<file path="config.mk">
export PLATFORM = sky130hd
export DESIGN_NAME = sigdel_sched_flat
export DESIGN_NICKNAME = d
export VERILOG_FILES = /design/src/rtl/sigdel_pkg.sv /design/src/rtl/sigdel_sched_if.sv /design/src/rtl/sigdel_rr_pick.sv /design/src/rtl/sigdel_sched.sv /design/src/flat_wrapper.sv
export SDC_FILE = /design/constraint.sdc
export NUM_CORES = 1
export LEC_CHECK = 0
export ABC_CLOCK_PERIOD_IN_PS = 3100
export CORE_ASPECT_RATIO = 1.4
export CORE_MARGIN = 2
export CORE_UTILIZATION = 50
export DETAILED_ROUTE_END_ITERATION = 16
export PLACE_DENSITY = 0.89
export SLEW_MARGIN = 20
export SYNTH_ARGS = -nofsm -noshare
export SYNTH_HDL_FRONTEND = slang
export SYNTH_HIERARCHICAL = 1
export SYNTH_SLANG_ARGS = --single-unit
</file>
<file path="constraint.sdc">
create_clock -name clk -period 3.1 [get_ports clk]
set_input_delay 0.465 -clock clk [delete_from_list [all_inputs] [get_ports clk]]
set_output_delay 0.465 -clock clk [all_outputs]
set_load 0.05 [all_outputs]
</file>
<file path="src/rtl/sigdel_pkg.sv">
// Shared types and default constants for the sigma-delta measurement scheduler.
package sigdel_pkg;

  localparam int NCH_D    = 4;   // requesting channels
  localparam int W_D      = 8;   // modulator input width
  localparam int SETTLE_D = 4;   // post-clear cycles whose bitstream is ignored
  localparam int DWELL_D  = 16;  // measurement window length

  // Measurement sequence for one granted channel.
  typedef enum logic [2:0] {
    ST_IDLE,
    ST_CLR,
    ST_SETTLE,
    ST_WINDOW,
    ST_DONE
  } state_t;

endpackage

</file>
<file path="src/rtl/sigdel_sched_if.sv">
// Requester/modulator/result signals of the scheduler, bundled as one port.
// master: the environment (requesters + modulator); slave: the scheduler.
interface sigdel_sched_if
  import sigdel_pkg::*;
#(
  parameter int NCH   = NCH_D,
  parameter int W     = W_D,
  parameter int DWELL = DWELL_D
);
  localparam int CW = $clog2(DWELL + 1);
  localparam int SW = $clog2(NCH);

  logic [NCH-1:0]   req;
  logic [NCH*W-1:0] ch_val;
  logic [NCH-1:0]   grant;
  logic [W-1:0]     mod_inp;
  logic             mod_clr;
  logic             mod_bit;
  logic [CW-1:0]    result;
  logic [SW-1:0]    result_ch;
  logic             result_valid;
  logic             busy;

  modport master (
    output req, ch_val, mod_bit,
    input  grant, mod_inp, mod_clr, result, result_ch, result_valid, busy
  );

  modport slave (
    input  req, ch_val, mod_bit,
    output grant, mod_inp, mod_clr, result, result_ch, result_valid, busy
  );

endinterface

</file>
<file path="src/rtl/sigdel_rr_pick.sv">
// Combinational round-robin picker: first set request at or above ptr, wrapping.
module sigdel_rr_pick
  import sigdel_pkg::*;
#(
  parameter int NCH = NCH_D,
  localparam int SW = $clog2(NCH)
) (
  input  logic [NCH-1:0] req_i,
  input  logic [SW-1:0]  ptr_i,
  output logic           any_o,
  output logic [SW-1:0]  idx_o,
  output logic [NCH-1:0] onehot_o
);

  // Candidate channel at each priority rank; wrap is an explicit compare so
  // non-power-of-2 channel counts stay in range.
  logic [SW-1:0] cand [NCH];

  for (genvar gi = 0; gi < NCH; gi++) begin : g_cand
    assign cand[gi] = ((int'(ptr_i) + gi) >= NCH) ? SW'(int'(ptr_i) + gi - NCH)
                                                  : SW'(int'(ptr_i) + gi);
  end

  // Scan from lowest priority upward so the highest-priority hit wins.
  always_comb begin
    any_o = 1'b0;
    idx_o = '0;
    for (int k = NCH - 1; k >= 0; k--) begin
      if (req_i[cand[k]]) begin
        any_o = 1'b1;
        idx_o = cand[k];
      end
    end
  end

  assign onehot_o = any_o ? (NCH'(1) << idx_o) : '0;

endmodule

</file>
<file path="src/rtl/sigdel_sched.sv">
// Shares one sigma-delta modulator among NCH requesters: per grant it clears the
// modulator, waits out the settle time, counts ones over a fixed window and
// reports the count with the channel number.
module sigdel_sched
  import sigdel_pkg::*;
#(
  parameter int NCH    = NCH_D,
  parameter int W      = W_D,
  parameter int SETTLE = SETTLE_D,
  parameter int DWELL  = DWELL_D
) (
  input  logic           clk,
  input  logic           rst_n,
  sigdel_sched_if.slave  bus
);

  localparam int CW   = $clog2(DWELL + 1);
  localparam int SW   = $clog2(NCH);
  localparam int PMAX = (SETTLE > DWELL) ? SETTLE : DWELL;
  localparam int PW   = $clog2(PMAX + 1);

  state_t          state_q;
  logic [SW-1:0]   sel_q;
  logic [SW-1:0]   ptr_q;
  logic [NCH-1:0]  grant_q;
  logic            mod_clr_q;
  logic            active_q;     // CLR/SETTLE/WINDOW: modulator input is live
  logic [PW-1:0]   cnt_q;        // phase counter for SETTLE and WINDOW
  logic [CW-1:0]   acc_q;
  logic [CW-1:0]   result_q;
  logic [SW-1:0]   result_ch_q;
  logic            result_valid_q;

  logic            pick_any;
  logic [SW-1:0]   pick_idx;
  logic [NCH-1:0]  pick_onehot;
  logic [SW-1:0]   ptr_after_sel;
  logic            req_sel;
  logic [CW-1:0]   acc_plus_bit;

  sigdel_rr_pick #(.NCH(NCH)) u_pick (
    .req_i    (bus.req),
    .ptr_i    (ptr_q),
    .any_o    (pick_any),
    .idx_o    (pick_idx),
    .onehot_o (pick_onehot)
  );

  assign ptr_after_sel = (sel_q == SW'(NCH - 1)) ? '0 : sel_q + 1'b1;
  assign req_sel       = bus.req[sel_q];
  assign acc_plus_bit  = acc_q + CW'(bus.mod_bit);

  // Measurement FSM with its counters, pointer and result registers.
  always_ff @(posedge clk or negedge rst_n) begin
    if (!rst_n) begin
      state_q        <= ST_IDLE;
      sel_q          <= '0;
      ptr_q          <= '0;
      grant_q        <= '0;
      mod_clr_q      <= 1'b0;
      active_q       <= 1'b0;
      cnt_q          <= '0;
      acc_q          <= '0;
      result_q       <= '0;
      result_ch_q    <= '0;
      result_valid_q <= 1'b0;
    end else begin
      result_valid_q <= 1'b0;
      mod_clr_q      <= 1'b0;
      case (state_q)
        ST_IDLE: begin
          if (pick_any) begin
            sel_q     <= pick_idx;
            grant_q   <= pick_onehot;
            mod_clr_q <= 1'b1;
            active_q  <= 1'b1;
            cnt_q     <= '0;
            acc_q     <= '0;
            state_q   <= ST_CLR;
          end
        end
        ST_CLR, ST_SETTLE, ST_WINDOW: begin
          if (!req_sel) begin
            // Granted requester withdrew: drop the measurement silently.
            state_q  <= ST_IDLE;
            grant_q  <= '0;
            active_q <= 1'b0;
            ptr_q    <= ptr_after_sel;
          end else begin
            case (state_q)
              ST_CLR: begin
                cnt_q   <= '0;
                state_q <= ST_SETTLE;
              end
              ST_SETTLE: begin
                if (cnt_q == PW'(SETTLE - 1)) begin
                  cnt_q   <= '0;
                  state_q <= ST_WINDOW;
                end else begin
                  cnt_q <= cnt_q + 1'b1;
                end
              end
              default: begin
                acc_q <= acc_plus_bit;
                if (cnt_q == PW'(DWELL - 1)) begin
                  result_q       <= acc_plus_bit;
                  result_ch_q    <= sel_q;
                  result_valid_q <= 1'b1;
                  grant_q        <= '0;
                  active_q       <= 1'b0;
                  ptr_q          <= ptr_after_sel;
                  state_q        <= ST_DONE;
                end else begin
                  cnt_q <= cnt_q + 1'b1;
                end
              end
            endcase
          end
        end
        ST_DONE: begin
          state_q <= ST_IDLE;
        end
        default: begin
          state_q <= ST_IDLE;
        end
      endcase
    end
  end

  assign bus.grant        = grant_q;
  assign bus.mod_clr      = mod_clr_q;
  assign bus.mod_inp      = active_q ? bus.ch_val[sel_q*W +: W] : '0;
  assign bus.result       = result_q;
  assign bus.result_ch    = result_ch_q;
  assign bus.result_valid = result_valid_q;
  assign bus.busy         = (state_q != ST_IDLE);

endmodule

</file>
<file path="src/flat_wrapper.sv">
// flat-port wrapper written by rule: the top's interface ports become plain ports
module sigdel_sched_flat import sigdel_pkg::*;
#(
  parameter int NCH    = NCH_D,
  parameter int W      = W_D,
  parameter int SETTLE = SETTLE_D,
  parameter int DWELL  = DWELL_D
)
  (clk, rst_n, bus_req, bus_ch_val, bus_mod_bit, bus_grant, bus_mod_inp, bus_mod_clr, bus_result, bus_result_ch, bus_result_valid, bus_busy);
  sigdel_sched_if #(.NCH(NCH), .W(W), .DWELL(DWELL)) bus_i ();
  input  logic clk;
  input  logic rst_n;
  input wire logic [$bits(bus_i.req)-1:0] bus_req;
  input wire logic [$bits(bus_i.ch_val)-1:0] bus_ch_val;
  input wire logic [$bits(bus_i.mod_bit)-1:0] bus_mod_bit;
  output wire logic [$bits(bus_i.grant)-1:0] bus_grant;
  output wire logic [$bits(bus_i.mod_inp)-1:0] bus_mod_inp;
  output wire logic [$bits(bus_i.mod_clr)-1:0] bus_mod_clr;
  output wire logic [$bits(bus_i.result)-1:0] bus_result;
  output wire logic [$bits(bus_i.result_ch)-1:0] bus_result_ch;
  output wire logic [$bits(bus_i.result_valid)-1:0] bus_result_valid;
  output wire logic [$bits(bus_i.busy)-1:0] bus_busy;
  assign bus_i.req = bus_req;
  assign bus_i.ch_val = bus_ch_val;
  assign bus_i.mod_bit = bus_mod_bit;
  assign bus_grant = bus_i.grant;
  assign bus_mod_inp = bus_i.mod_inp;
  assign bus_mod_clr = bus_i.mod_clr;
  assign bus_result = bus_i.result;
  assign bus_result_ch = bus_i.result_ch;
  assign bus_result_valid = bus_i.result_valid;
  assign bus_busy = bus_i.busy;
  sigdel_sched #(.NCH(NCH), .W(W), .SETTLE(SETTLE), .DWELL(DWELL)) u_core (.clk(clk), .rst_n(rst_n), .bus(bus_i));
endmodule
</file>
==> results.md <==
- The achievable frequency is 349 MHz.
- The library cell used as clock root buffer is sky130_fd_sc_hd__clkbuf_8.
- For this run, the register share of the synthesized area comes to 0.393.
- Relative to the synthesized area, the layout overhead comes to 37.6%.
- The number of cells on the worst reg-to-reg path is 5.
- The worst setup path is captured at an output pin.
- The share of total power consumed by net switching is 0.431.
- The synthesized design contains 0 enable-type register cells.
- The number of core rows is 27.
- Routability-driven placement finished with a final weighted congestion of 0.836.
- The average footprint of a synthesized cell is 11.3 µm².
- The HPWL after detailed placement is 3.49 mm.
- In this run the remaining antenna-violating nets after routing total 0.
- In the final routed layout, each cell accounts on average for 16.0 µm.
- The post-CTS clock slew at the launch and capture registers of the worst setup and hold paths is 0.07 ns.
- The internal power of the cells is 1350 µW.
- The total wire length after detailed routing is 4.51 mm.
- Data on the critical path is required at its endpoint by 2.63 ns.
- In this run the number of H-tree levels came out at 2.
- The beginning of the critical path is u_core/sel_q[0].
- The total via count after detailed routing is 1655.
- The finished cells cover 0.00271 mm².
- For the final routed database, the setup TNS stands at 0 ns.
- The net switching power is 1030 µW.
- In the layout the commonest cells are sky130_fd_sc_hd__clkdlybuf4s50_1, sky130_fd_sc_hd__dfrtp_1, sky130_fd_sc_hd__mux2_2, sky130_fd_sc_hd__and2_1, sky130_fd_sc_hd__nor2_1.
- Across the routed clock network, the largest skew measured is 0.00798 ns.
- Power spread over the standard cell area amounts to 877 mW/mm².
- In this run the cell area measured after placement is 0.00260 mm².
- The total count of max-transition violations in the final report was 0.
- In the synthesized netlist the async set-or-reset flop fraction comes to 1.00.
- Final hold analysis gives a worst-case slack of 0.506 ns.
- The count of TritonRoute iterations in the first routing pass is 4.
- The headroom to the max-slew limit is 0.576.
- The number of antenna violations at the first check in global routing is 0.
- 61 I/O pins were placed.
- The count of hold buffers inserted by post-cts repair is 0.
- The worst-case IR drop observed on VDD is 0.977 mV.
- The Yosys step of the flow raised 6 warnings.
- The pin count of the biggest net entering global routing is 32.
- For this configuration, the core starts out at a cell density of 0.512.
- At the pin with the least slew margin, the transition time is 0.633 ns.
- The final global-route overflow total is 0.
- TritonCTS built the clock tree.
- The first global-routing pass estimated 7.47 mm of wire.
- The share of total power dissipated in the clock network is 0.167.
- At the end of the flow the core is filled with cells to 0.705.
- The worst register-to-register path ends at u_core/acc_q[1].
- In the final design database the tool counted 281 nets.
- The post-CTS setup-driven buffer insertion count is 0.
- The floorplan step defined a core boundary enclosing 0.00385 mm².
- The number of cells on the worst hold path is 1.
- The startpoint of the lowest-slack hold path is u_core/acc_q[4].
- Of the total power, combinational logic draws 0.551.
- Of the total power, registers draw 0.282.
- The path class of the tightest hold or removal check is flop to flop.
- The number of clock sinks seen by CTS is 31.
- In this run the static leakage power is 0.00117 µW.
- The gate count of the mapped netlist is 175.
- The floorplan step defined a die boundary enclosing 0.00447 mm².
- Of the cells placed in the final design, the portion with a size suffix greater than 1 is 0.168.
- The start-to-end type of the worst setup path is flop to output pin.
- The most used flip-flop cell after synthesis is sky130_fd_sc_hd__dfrtp_1.
- The number of global-route vias before repair was 1645.
- The clock passes through at most 2 buffers.
- The maximum net fanout on the critical path is 10.
- In this run, synthesis produced a sequential element count of 31.
- In this run, CTS created clock tree buffers numbering 5.
- The number of buffers inserted by port buffering is 60.
- The number of violations reported at the end of detailed-routing iteration 0 is 40.
- After synthesis the cells add up to 0.00197 mm².
- The clock latency of the later-clocked register in the worst-skew pair is 0.28 ns.
- The run finished with clean final reports.
- Of the available clock period, the critical path in the final layout requires 0.924.
- Setup repair after global routing left no endpoint under its margin.
- The detailed-route vias per instance is 5.89.
- The flop-to-flop setup slack is 0.75 ns.
- The leading cell type in the layout, fill and taps excluded is sky130_fd_sc_hd__clkdlybuf4s50_1.
- Setup violations remaining at the end of the flow were counted as 0.
- In this run the critical register-to-register path is launched from u_core/sel_q[0].
- STA puts the critical path data arrival time at 2.40 ns.
- The post-synthesis net count is 219.
- STA classifies the critical path startpoint as a flop.
- In this run the vertical extent of the chip is 78.3 µm.
- In this run, post-CTS repair resized a total of 0 instances.
- The die boundary width is 57.1 µm.
- Max-cap violations in this run came to 0.
- The shortest period the worst path allows is 2.87 ns.
- For this run, the total global-route usage over all layers was measured as 0.216.
- The final number of hold-violating endpoints is 0.
- 0 antenna diodes ended up in the layout.
- The worst hold path terminates at u_core/acc_q[4].
- The unique cell type count in the Yosys netlist is 49.
- In the routed design, unresolved DRC markers number 0.
## cell families (layout without fill, tap and decap cells)
group	Yosys count	in the layout	synth area share
AO/OA/AOI/OAI	36	36	0.136
adder cells (fa/ha/maj)	5	5	0.0317
AND/OR/NAND/NOR	57	57	0.176
buffers and inverters	17	80	0.0451
XOR/XNOR	4	4	0.0178
multiplexers	25	25	0.200
flip-flops	31	31	0.393
## power by group through the flow
stage	Combinational (µW)	Clock, µW	Sequential (µW)
3_3_place_gp	1270	0	674
6_report	1310	397	670
2_1_floorplan	941	0	672
3_5_place_dp	1300	0	679
4_1_cts	1320	410	675
5_1_grt	1400	431	698
## stage by stage
| step | instances | total power [µW] | setup WS [ns] |
|---|---|---|---|
| finish | 281 | 2380 | 0.235 |
| global route | 281 | 2520 | 0.0768 |
| CTS | 281 | 2400 | 0.181 |
| detailed placement | 273 | 1980 | 0.412 |
| global placement | 273 | 1950 | 0.422 |
| floorplan | 175 | 1610 | 1.00 |
## Yosys cell counts (all sizes together), types with 5 or more instances
library cell	n	share of area
a21oi	5	0.013
and2	9	0.029
buf	6	0.023
dfrtp	31	0.39
ha	5	0.032
inv	9	0.018
mux2	13	0.080
mux4	9	0.10
nand2	7	0.013
nand3	7	0.024
nor2	9	0.017
nor2b	7	0.022
o21ai	5	0.013
## layer usage
metal,wire length [µm],global-route usage
met1,1610,0.222
met2,2490,0.403
met3,380,0.0708
met4,29,0.0698
met5,0,0
## worst max-delay path, cell delays in order (launching register included)
cell and delay, ns:
sky130_fd_sc_hd__dfrtp_1 0.66, sky130_fd_sc_hd__mux4_1 0.61, sky130_fd_sc_hd__and2_1 0.17, sky130_fd_sc_hd__clkdlybuf4s50_1 0.69
## registers in the layout (all words and copies together) (netlist names)
name	flops
u_core/sel_q	2
u_core/bus.result_ch	2
u_core/bus.mod_clr	1
u_core/bus.result_valid	1
u_core/active_q	1
u_core/acc_q	5
u_core/bus.result	5
u_core/state_q	3
u_core/bus.grant	4
u_core/ptr_q	2
u_core/cnt_q	5
## cell type report
class                   instances  area (µm²)
fillers                       297        1140
multi-input cells             127        1110
flip-flops and latches         31         776
repair buffers                 63         623
clock buffers                   6        82.6
well taps                      43        53.8
inverters                       9        36.3
clock inverters                 2        35.0
## how the worst max path moves through the flow
stage | end | slack, ns | cells after the start
after floorplan | u_core/ptr_q[0] | 1.00 | 7
after global placement | bus_mod_inp[7] | 0.42 | 4
after detailed placement | bus_mod_inp[6] | 0.41 | 4
after CTS | bus_mod_inp[7] | 0.18 | 3
after global routing | bus_mod_inp[7] | 0.08 | 3
final | bus_mod_inp[7] | 0.23 | 3
Note: power is estimated with default switching activity, not from simulation.
